**src/rtl/burst_buffer_fsm.sv**
```systemverilog
// burst_buffer_fsm: load / process / drain controller around a small word buffer.
// A burst of up to DEPTH words is captured through a valid/ready input port,
// optionally summed, then replayed in order on a valid/ready output port,
// followed by a one-cycle done pulse.
// Build option: define BURST_BUFFER_SUM_EN to include the PROCESS state and the
// running sum; without it LOAD goes straight to DRAIN and sum_out reads 0.
//
// state   | meaning
// --------+-----------------------------------------------------------
// IDLE    | waiting for start with a non-zero len
// LOAD    | accepting input words into mem until cnt_len are stored
// PROCESS | summing one stored word per cycle (sum build only)
// DRAIN   | presenting stored words on the output port in write order
// DONE    | one-cycle done pulse, then back to IDLE
module burst_buffer_fsm #(
  parameter int DATA_W = 8,
  parameter int DEPTH  = 8,
  localparam int ADDR_W = $clog2(DEPTH)
) (
  input  logic                     clk,
  input  logic                     rst_n,
  input  logic                     start,
  input  logic [ADDR_W:0]          len,
  input  logic                     in_valid,
  output logic                     in_ready,
  input  logic [DATA_W-1:0]        in_data,
  output logic                     out_valid,
  input  logic                     out_ready,
  output logic [DATA_W-1:0]        out_data,
  output logic                     busy,
  output logic                     done,
  output logic [DATA_W+ADDR_W-1:0] sum_out
);

  localparam logic [ADDR_W:0] DEPTH_L = (ADDR_W+1)'(DEPTH);

  typedef enum logic [2:0] {
    ST_IDLE    = 3'd0,
    ST_LOAD    = 3'd1,
`ifdef BURST_BUFFER_SUM_EN
    ST_PROCESS = 3'd2,
`endif
    ST_DRAIN   = 3'd3,
    ST_DONE    = 3'd4
  } state_t;

  state_t              state_q, state_d;
  logic [ADDR_W:0]     cnt_len_q, cnt_len_d;
  logic [ADDR_W-1:0]   wptr_q, wptr_d;
  logic [ADDR_W-1:0]   rptr_q, rptr_d;
  logic [DATA_W-1:0]   mem [DEPTH];
  logic [DATA_W-1:0]   rd_word;
  logic                wr_last;
  logic                rd_last;
`ifdef BURST_BUFFER_SUM_EN
  logic [DATA_W+ADDR_W-1:0] acc_q, acc_d;
  logic [DATA_W+ADDR_W-1:0] sum_q, sum_d;
  logic [DATA_W+ADDR_W-1:0] acc_next;
`endif

  // Pointers count modulo DEPTH, so the last-word test compares a widened
  // pointer against cnt_len instead of relying on the pointer itself.
  assign rd_word = mem[rptr_q];
  assign wr_last = (({1'b0, wptr_q} + 1'b1) == cnt_len_q);
  assign rd_last = (({1'b0, rptr_q} + 1'b1) == cnt_len_q);
`ifdef BURST_BUFFER_SUM_EN
  assign acc_next = acc_q + (DATA_W+ADDR_W)'(rd_word);
`endif

  // Outputs decode from registered state only, so no ready/valid loops exist.
  assign in_ready  = (state_q == ST_LOAD);
  assign out_valid = (state_q == ST_DRAIN);
  assign out_data  = out_valid ? rd_word : '0;
  assign busy      = (state_q != ST_IDLE);
  assign done      = (state_q == ST_DONE);
`ifdef BURST_BUFFER_SUM_EN
  assign sum_out   = sum_q;
`else
  assign sum_out   = '0;
`endif

  // Buffer storage: written on input handshakes, deliberately not reset.
  always_ff @(posedge clk) begin
    if (rst_n && in_ready && in_valid) begin
      mem[wptr_q] <= in_data;
    end
  end

  // State and datapath registers with synchronous active-low reset.
  always_ff @(posedge clk) begin
    if (!rst_n) begin
      state_q   <= ST_IDLE;
      cnt_len_q <= '0;
      wptr_q    <= '0;
      rptr_q    <= '0;
`ifdef BURST_BUFFER_SUM_EN
      acc_q     <= '0;
      sum_q     <= '0;
`endif
    end else begin
      state_q   <= state_d;
      cnt_len_q <= cnt_len_d;
      wptr_q    <= wptr_d;
      rptr_q    <= rptr_d;
`ifdef BURST_BUFFER_SUM_EN
      acc_q     <= acc_d;
      sum_q     <= sum_d;
`endif
    end
  end

  // Next-state and datapath update logic.
  always_comb begin
    state_d   = state_q;
    cnt_len_d = cnt_len_q;
    wptr_d    = wptr_q;
    rptr_d    = rptr_q;
`ifdef BURST_BUFFER_SUM_EN
    acc_d     = acc_q;
    sum_d     = sum_q;
`endif
    case (state_q)
      ST_IDLE: begin
        if (start && (len != '0)) begin
          state_d   = ST_LOAD;
          cnt_len_d = (len > DEPTH_L) ? DEPTH_L : len;
          wptr_d    = '0;
          rptr_d    = '0;
`ifdef BURST_BUFFER_SUM_EN
          acc_d     = '0;
          sum_d     = '0;
`endif
        end
      end
      ST_LOAD: begin
        if (in_valid) begin
          wptr_d = wptr_q + 1'b1;
          if (wr_last) begin
`ifdef BURST_BUFFER_SUM_EN
            state_d = ST_PROCESS;
`else
            state_d = ST_DRAIN;
`endif
          end
        end
      end
`ifdef BURST_BUFFER_SUM_EN
      ST_PROCESS: begin
        acc_d  = acc_next;
        rptr_d = rptr_q + 1'b1;
        if (rd_last) begin
          sum_d   = acc_next;
          rptr_d  = '0;
          state_d = ST_DRAIN;
        end
      end
`endif
      ST_DRAIN: begin
        if (out_ready) begin
          rptr_d = rptr_q + 1'b1;
          if (rd_last) begin
            state_d = ST_DONE;
          end
        end
      end
      ST_DONE: begin
        state_d = ST_IDLE;
      end
      default: begin
        state_d = ST_IDLE;
      end
    endcase
  end

endmodule

```
**config.mk**
```make
export PLATFORM = sky130hd
export DESIGN_NAME = burst_buffer_fsm
export DESIGN_NICKNAME = d
export VERILOG_FILES = /design/src/rtl/burst_buffer_fsm.sv
export SDC_FILE = /design/constraint.sdc
export NUM_CORES = 1
export LEC_CHECK = 0
export BUFFER_PORTS_ARGS = -buffer_cell sky130_fd_sc_hd__buf_2
export CORE_MARGIN = 5
export CORE_UTILIZATION = 47
export CTS_CLUSTER_DIAMETER = 60
export DETAILED_ROUTE_END_ITERATION = 8
export PLACE_DENSITY_LB_ADDON = 0.1
export SLEW_MARGIN = 15
export SYNTH_ARGS = -nofsm -noshare
export SYNTH_HDL_FRONTEND = slang
export SYNTH_SLANG_ARGS = --single-unit
export TNS_END_PERCENT = 50
```
**constraint.sdc**
```tcl
create_clock -name clk -period 2 [get_ports clk]
set_clock_uncertainty 0.15 [all_clocks]
set_input_delay 0.3 -clock clk [delete_from_list [all_inputs] [get_ports clk]]
set_output_delay 0.3 -clock clk [all_outputs]
set_load 0.01 [all_outputs]
```
==> flow_metrics.py, run 1 <==
metrics = {
    "sta": {
        "hold_slack_ps": 76.3,
        "clock.fmax_mhz": 450,
        "finalMaxSlewViolations": 0,
        "post-route-period-util": 1.11,
        "finalWorstSetupSlack_ps": -221,
        "setup_viol": 8,
        "rsz0062_at_grt": "true",
        "period_minus_slack_ps": 2220,
        "hold_violations": 0,
    },
    "grt": {
        "grt_overflow": 0,
        "grt_start_max_net_pins": 17,
        "grt_first_pass_wirelength_mm": 9.94,
        "grt_pass1_vias": 1908,
        "track_usage": 0.156,
        "antenna_found_initial": 0,
    },
    "worst_setup_path": {
        "worst-endpoint-arrival_ps": 1770,
        "cp_max_fo": 8,
        "crit_path_cell_trace": "buf_12, mux4_2, mux2i_2, nor2_1, buf_2",
        "crit_family": "multiplexers",
        "critPathLaunchType": "flop",
        "max_stage_delay_ps": 520,
        "slowest_stage": "mux4_2",
        "worst_setup_path_end_kind": "primary output",
        "critPathBufInv": 2,
        "reg2reg_setup_slack_ps": 210,
        "criticalPathCategory": "reg -> out",
        "cp.required_ps": 1550,
    },
    "yosys": {
        "ys_warn_count": 0,
        "yosysSeqAreaShare": 0.655,
        "syn_area_um2": 3420,
        "synthesis.instances": 217,
        "synth_flop_cell": "edfxtp_1",
        "synth-async-reset-ratio": 0,
        "syn_avg_cell_area_um2": 15.8,
        "ys_ff_latch": 80,
        "synth_edf_count": 64,
        "ys_types": 42,
    },
    "route": {
        "dr.pass1.iters": 4,
        "avgViaCountPerCell": 5.02,
        "final_antenna_net_count": 0,
        "drc": 0,
        "drtIter0Drc": 88,
        "wl_per_cell_um": 16.9,
        "finalWirelength_mm": 6.23,
        "vias": 1849,
    },
    "floorplanning": {
        "die-area_um2": 9090,
        "core_um2": 7180,
        "io_pins": 40,
        "die_y_um": 95.3,
        "initial_core_util": 0.477,
        "rows": 31,
        "fp.dieW_um": 95.3,
    },
    "clocking": {
        "ctsLongestPathBuffers": 2,
        "cts_buffers": 9,
        "clk_latency_ps": 330,
        "root_buffer": "clkbuf_8",
        "cts_hold_buf": 0,
        "clkTransAtPathRegs_ps": 80,
        "cts_tree": "built",
        "cts.sinks": 80,
        "cts_max_level": 3,
    },
    "power_and_ir_drop": {
        "powerDensity_nw_per_um2": 798,
        "ir_worst_vdd_mv": 0.380,
        "power.leakage_nw": 1.35,
        "total_power_mw": 3.15,
    },
    "place": {
        "io_buffers": 28,
        "routabilityCongestion": 0.725,
        "dp_hpwl_mm": 4.14,
    },
    "final_layout": {
        "nets": 283,
        "syn_to_final_growth_pct": 15.3,
        "antenna_cells": 0,
        "drive_above_1_share": 0.301,
    },
    "worst_hold_path": {
        "hold_class": "in -> reg",
    },
    "status": {
        "violations": "setup timing",
        "status": "complete, but fails checks",
    },
    "job": {
        "drv_cap": 0,
    },
}
==> where the power goes <==
part | internal (mW) | switching (mW) | total, mW
combinational | 0.0754 | 0.107 | 0.182
clock | 0.576 | 0.562 | 1.14
sequential | 1.81 | 0.0153 | 1.83
==> worst register-to-register path, stage by stage (launching register included) <==
cell and delay (ps):
dfxtp_1 310, and4bb_2 350, nand2_1 80, or2_1 270, nor3_2 160, buf_4 190
==> cell families (layout without fill, tap and decap cells) <==
kind of cell | after synthesis | count (layout) | share of synthesized area
simple gates | 61 | 61 | 0.0932
other cells | 1 | 11 | 0.00110
buf+inv | 23 | 65 | 0.0461
compound gates | 16 | 16 | 0.0365
fa+ha+maj | 2 | 2 | 0.00731
xor+xnor | 10 | 10 | 0.0256
flops | 80 | 80 | 0.655
mux | 24 | 24 | 0.135
==> final cells by class <==
class	count	area [µm²]
clock buffers	9	124
clock inverters	7	71.3
multi-input cells	124	1050
fillers	609	3230
flip-flops and latches	80	2250
repair buffers	45	313
inverters	4	15.0
well taps	99	124
==> routing by layer <==
metal / vias up / share of wire / global-route usage / wire (µm)
met3: 4 / 0.034 / 0.0355 / 209
met1: 908 / 0.44 / 0.198 / 2770
met4: 0 / 0.0085 / 0.0613 / 53
met2: 33 / 0.51 / 0.258 / 3200
li1: 904 / - / - / -
met5: - / 0 / 0 / 0
==> synthesized netlist by cell type, types with 2 or more instances <==
master / n / area, µm²
dfxtp_1: 16 / 320
buf_2: 2 / 10.0
nor2_1: 15 / 56.3
xor2_1: 5 / 43.8
nand3_1: 8 / 40.0
ha_1: 2 / 25.0
inv_1: 3 / 11.3
and2_1: 2 / 12.5
nand2b_1: 2 / 12.5
mux2i_1: 8 / 80.1
a21boi_0: 7 / 52.6
nand2_1: 16 / 60.1
nand3b_1: 5 / 37.5
nor3b_1: 2 / 15.0
nor3_1: 3 / 15.0
xnor2_1: 5 / 43.8
buf_4: 12 / 90.1
edfxtp_1: 64 / 1920
mux4_1: 6 / 158
clkbuf_1: 3 / 11.3
mux4_2: 10 / 225
==> cells in the final DEF (no fill, tap or decap), types with 3 or more instances in the layout <==
| cell type | Yosys | layout |
|---|---|---|
| edfxtp_1 | 64 | 64 |
| conb_1 | 1 | 11 |
| nand3_1 | 8 | 8 |
| nand3b_1 | 5 | 5 |
| buf_2 | 2 | 28 |
| inv_1 | 3 | 3 |
| dfxtp_1 | 16 | 15 |
| nand2_1 | 16 | 16 |
| mux2i_1 | 8 | 7 |
| mux4_2 | 10 | 13 |
| nor2_1 | 15 | 15 |
| a21boi_0 | 7 | 7 |
| nor3_1 | 3 | 3 |
| xnor2_1 | 5 | 5 |
| clkbuf_8 | 0 | 9 |
| mux4_1 | 6 | 3 |
| buf_4 | 12 | 14 |
| xor2_1 | 5 | 5 |
==> through the flow <==
stage | instances | area (µm²) | util | setup slack, ps | setup TNS (ps)
after CTS | 368 | 3940 | 0.549 | -257 | -1840
after global routing | 368 | 3950 | 0.550 | -328 | -2270
after global placement | 351 | 3730 | 0.519 | 98.4 | 0
after floorplan | 227 | 3460 | - | 29.8 | 0
after detailed placement | 351 | 3730 | 0.519 | 76.8 | 0
final | 368 | 3950 | 0.550 | -221 | -1480
==> registers in the layout, indices dropped and copies added (netlist names), named ones only <==
name       flops
mem           64
cnt_len_q      4
state_q        3
rptr_q         3
wptr_q         3
==> path summary, 6_finish.rpt <==
path                                  start                         to  cells past startpoint
setup / recovery                       flop                out_data[0]                      5
hold / removal                   in_data[3]        mem[0][3]$_DFFE_PP_                      1
setup reg to reg    state_q[1]$_SDFFE_PN0P_        mem[0][5]$_DFFE_PP_                      5
hold reg to reg   cnt_len_q[1]$_SDFFE_PN0P_  cnt_len_q[1]$_SDFFE_PN0P_                      2
==> repair_timing <==
item	in CTS	in global routing
setup buffers	0	0
endpoints found under the hold margin	0	0
gates resized for setup	6	1
setup endpoints to repair	8	8
pin swaps	0	0
gates cloned	1	0
Note: power is estimated with default switching activity, not from simulation.
==> run 2, diff against run 1 <==
Settings changed: HOLD_SLACK_MARGIN set to 0.08.
==> run 2 against run 1 <==
Critical endpoint unchanged. Largest cell class unchanged. First-iteration DRC count down 10%. The run still ends with setup timing left. Critical path type unchanged. Largest power group unchanged. Die area unchanged. Clock-buffer cell count unchanged.
==> flow_metrics.py, run 2 (synthesized netlist as in run 1, its figures left out) <==
metrics = {
    "clocking": {
        "clk_latency_ps": 340,
        "cts_max_level": 3,
        "post_cts_buffers": 0,
        "cts_buffers": 9,
        "ctsLongestPathBuffers": 2,
        "cts_tree": "built",
        "root_buffer": "clkbuf_8",
        "cts.sinks": 80,
        "clkTransAtPathRegs_ps": 80,
    },
    "place": {
        "io_buffers": 28,
        "place_ws_ps": 76.8,
        "dp_hpwl_mm": 4.14,
        "placed_cells": 351,
        "routabilityCongestion": 0.725,
    },
    "final_layout": {
        "top_regs": "mem: 64 flops, cnt_len_q: 4 flops",
        "antenna_cells": 0,
        "fill_cells": 596,
        "utilization": 0.563,
        "largest_reg_flops": 64,
        "drive_above_1_share": 0.291,
        "largest_register": "mem",
        "mostFrequentLayoutCells": "edfxtp_1 (64), buf_2 (28), nand2_1 (16), nor2_1 (15), dfxtp_1 (15)",
        "stdcell_count": 377,
        "final_common_cell": "edfxtp_1",
        "nets": 292,
        "syn_to_final_growth_pct": 17.9,
    },
    "power_and_ir_drop": {
        "pwr-share-comb": 0.062,
        "ir_worst_vdd_mv": 0.385,
        "powerDensity_nw_per_um2": 785,
        "power_switching_mw": 0.691,
        "clkPwrFrac": 0.361,
        "internal-power_mw": 2.48,
        "total_power_mw": 3.17,
        "p_sw_frac": 0.218,
        "power.leakage_nw": 1.39,
        "seq_power_share": 0.577,
    },
    "worst_hold_path": {
        "hold_class": "in -> reg",
    },
    "route": {
        "dr.pass1.iters": 4,
        "drtIter0Drc": 79,
        "finalWirelength_mm": 6.31,
        "vias": 1893,
        "avgViaCountPerCell": 5.02,
        "final_antenna_net_count": 0,
        "drc": 0,
        "wl_per_cell_um": 16.7,
    },
    "job": {
        "drv_cap": 0,
    },
    "grt": {
        "grt_overflow": 0,
        "grt_start_max_net_pins": 17,
        "antenna_found_initial": 0,
        "grt_pass1_vias": 1966,
        "grt_first_pass_wirelength_mm": 10.1,
        "track_usage": 0.158,
    },
    "sta": {
        "rsz0062_at_grt": "true",
        "timing.setup.tns_ps": -1520,
        "hold_violations": 0,
        "finalMaxSlewViolations": 0,
        "finalWorstSetupSlack_ps": -226,
        "setup_viol": 8,
        "post-route-period-util": 1.11,
        "clock.fmax_mhz": 449,
        "period_minus_slack_ps": 2230,
    },
    "floorplanning": {
        "io_pins": 40,
        "die_y_um": 95.3,
        "fp.dieW_um": 95.3,
        "initial_core_util": 0.477,
        "core_um2": 7180,
        "rows": 31,
        "die-area_um2": 9090,
    },
    "worst_setup_path": {
        "slowest_stage": "mux4_2",
        "criticalPathCategory": "reg -> out",
        "critPathLaunchType": "flop",
        "crit_path_cell_trace": "buf_12, mux4_2, mux2i_2, nor2_1, buf_2",
        "max_stage_delay_ps": 520,
        "cp.required_ps": 1550,
        "worst-endpoint-arrival_ps": 1780,
        "worst_setup_path_end_kind": "primary output",
        "cp_max_fo": 8,
    },
    "status": {
        "violations": "setup timing",
        "status": "complete, but fails checks",
    },
}
run 2: cell types whose count changed in the layout (fill, tap and decap cells not counted), sizes merged:
cell         delta
dlygate4sd3     +9
run 2: worst max-delay path: cells and delay by family, from the launching register on:
kind | cells | cell delay, ps
multiplexers | 2 | 690
flip-flops | 1 | 400
buffers and inverters | 2 | 290
AND/OR/NAND/NOR | 1 | 60
run 2: path summary, 6_finish.rpt:
kind	start	endpoint	slack, ps	depth (start not counted)
worst min register to register	cnt_len_q[1]$_SDFFE_PN0P_	cnt_len_q[1]$_SDFFE_PN0P_	380	2
worst min-delay path	len[2]	cnt_len_q[2]$_SDFFE_PN0P_	100	3
worst max register to register	state_q[1]$_SDFFE_PN0P_	mem[0][5]$_DFFE_PP_	210	5
worst max-delay path	flop	out_data[0]	-230	5
run 2: power by group through the flow:
stage / Combinational (mW) / Clock [mW] / Sequential, mW
floorplan: 0.119 / 0 / 1.87
global placement: 0.181 / 0 / 1.87
detailed placement: 0.182 / 0 / 1.87
CTS: 0.198 / 1.18 / 1.83
global route: 0.217 / 1.26 / 1.83
finish: 0.196 / 1.14 / 1.83
run 2: layout make-up:
| type | instances | area, µm² | area share |
|---|---|---|---|
| multi-input cells | 124 | 1050 | 0.261 |
| repair buffers | 54 | 403 | 0.0998 |
| flip-flops and latches | 80 | 2250 | 0.556 |
| well taps | 99 | 124 | 0.0307 |
| clock buffers | 9 | 124 | 0.0307 |
| inverters | 4 | 15.0 | 0.00372 |
| clock inverters | 7 | 71.3 | 0.0177 |
run 2: repair_timing:
action | CTS | global route
gates cloned | 1 | 0
endpoints found under the hold margin | 49 | 0
hold buffers | 9 | 0
endpoints found under the setup margin | 8 | 8
gates resized for setup | 6 | 1
pin swaps | 0 | 0
run 2: metal layers:
metal	global-route usage	vias to the layer above	share of wire
met4	0.0613	0	0.011
met5	0	-	0
met3	0.0355	7	0.043
met1	0.199	923	0.43
li1	-	920	-
met2	0.265	43	0.51
run 2: stage by stage:
stage / hold slack, ps / cell area, µm²
global placement: 361 / 3730
detailed placement: 375 / 3730
finish: 98.7 / 4040
global route: 92.8 / 4040
floorplan: 249 / 3460
CTS: 84.3 / 4030
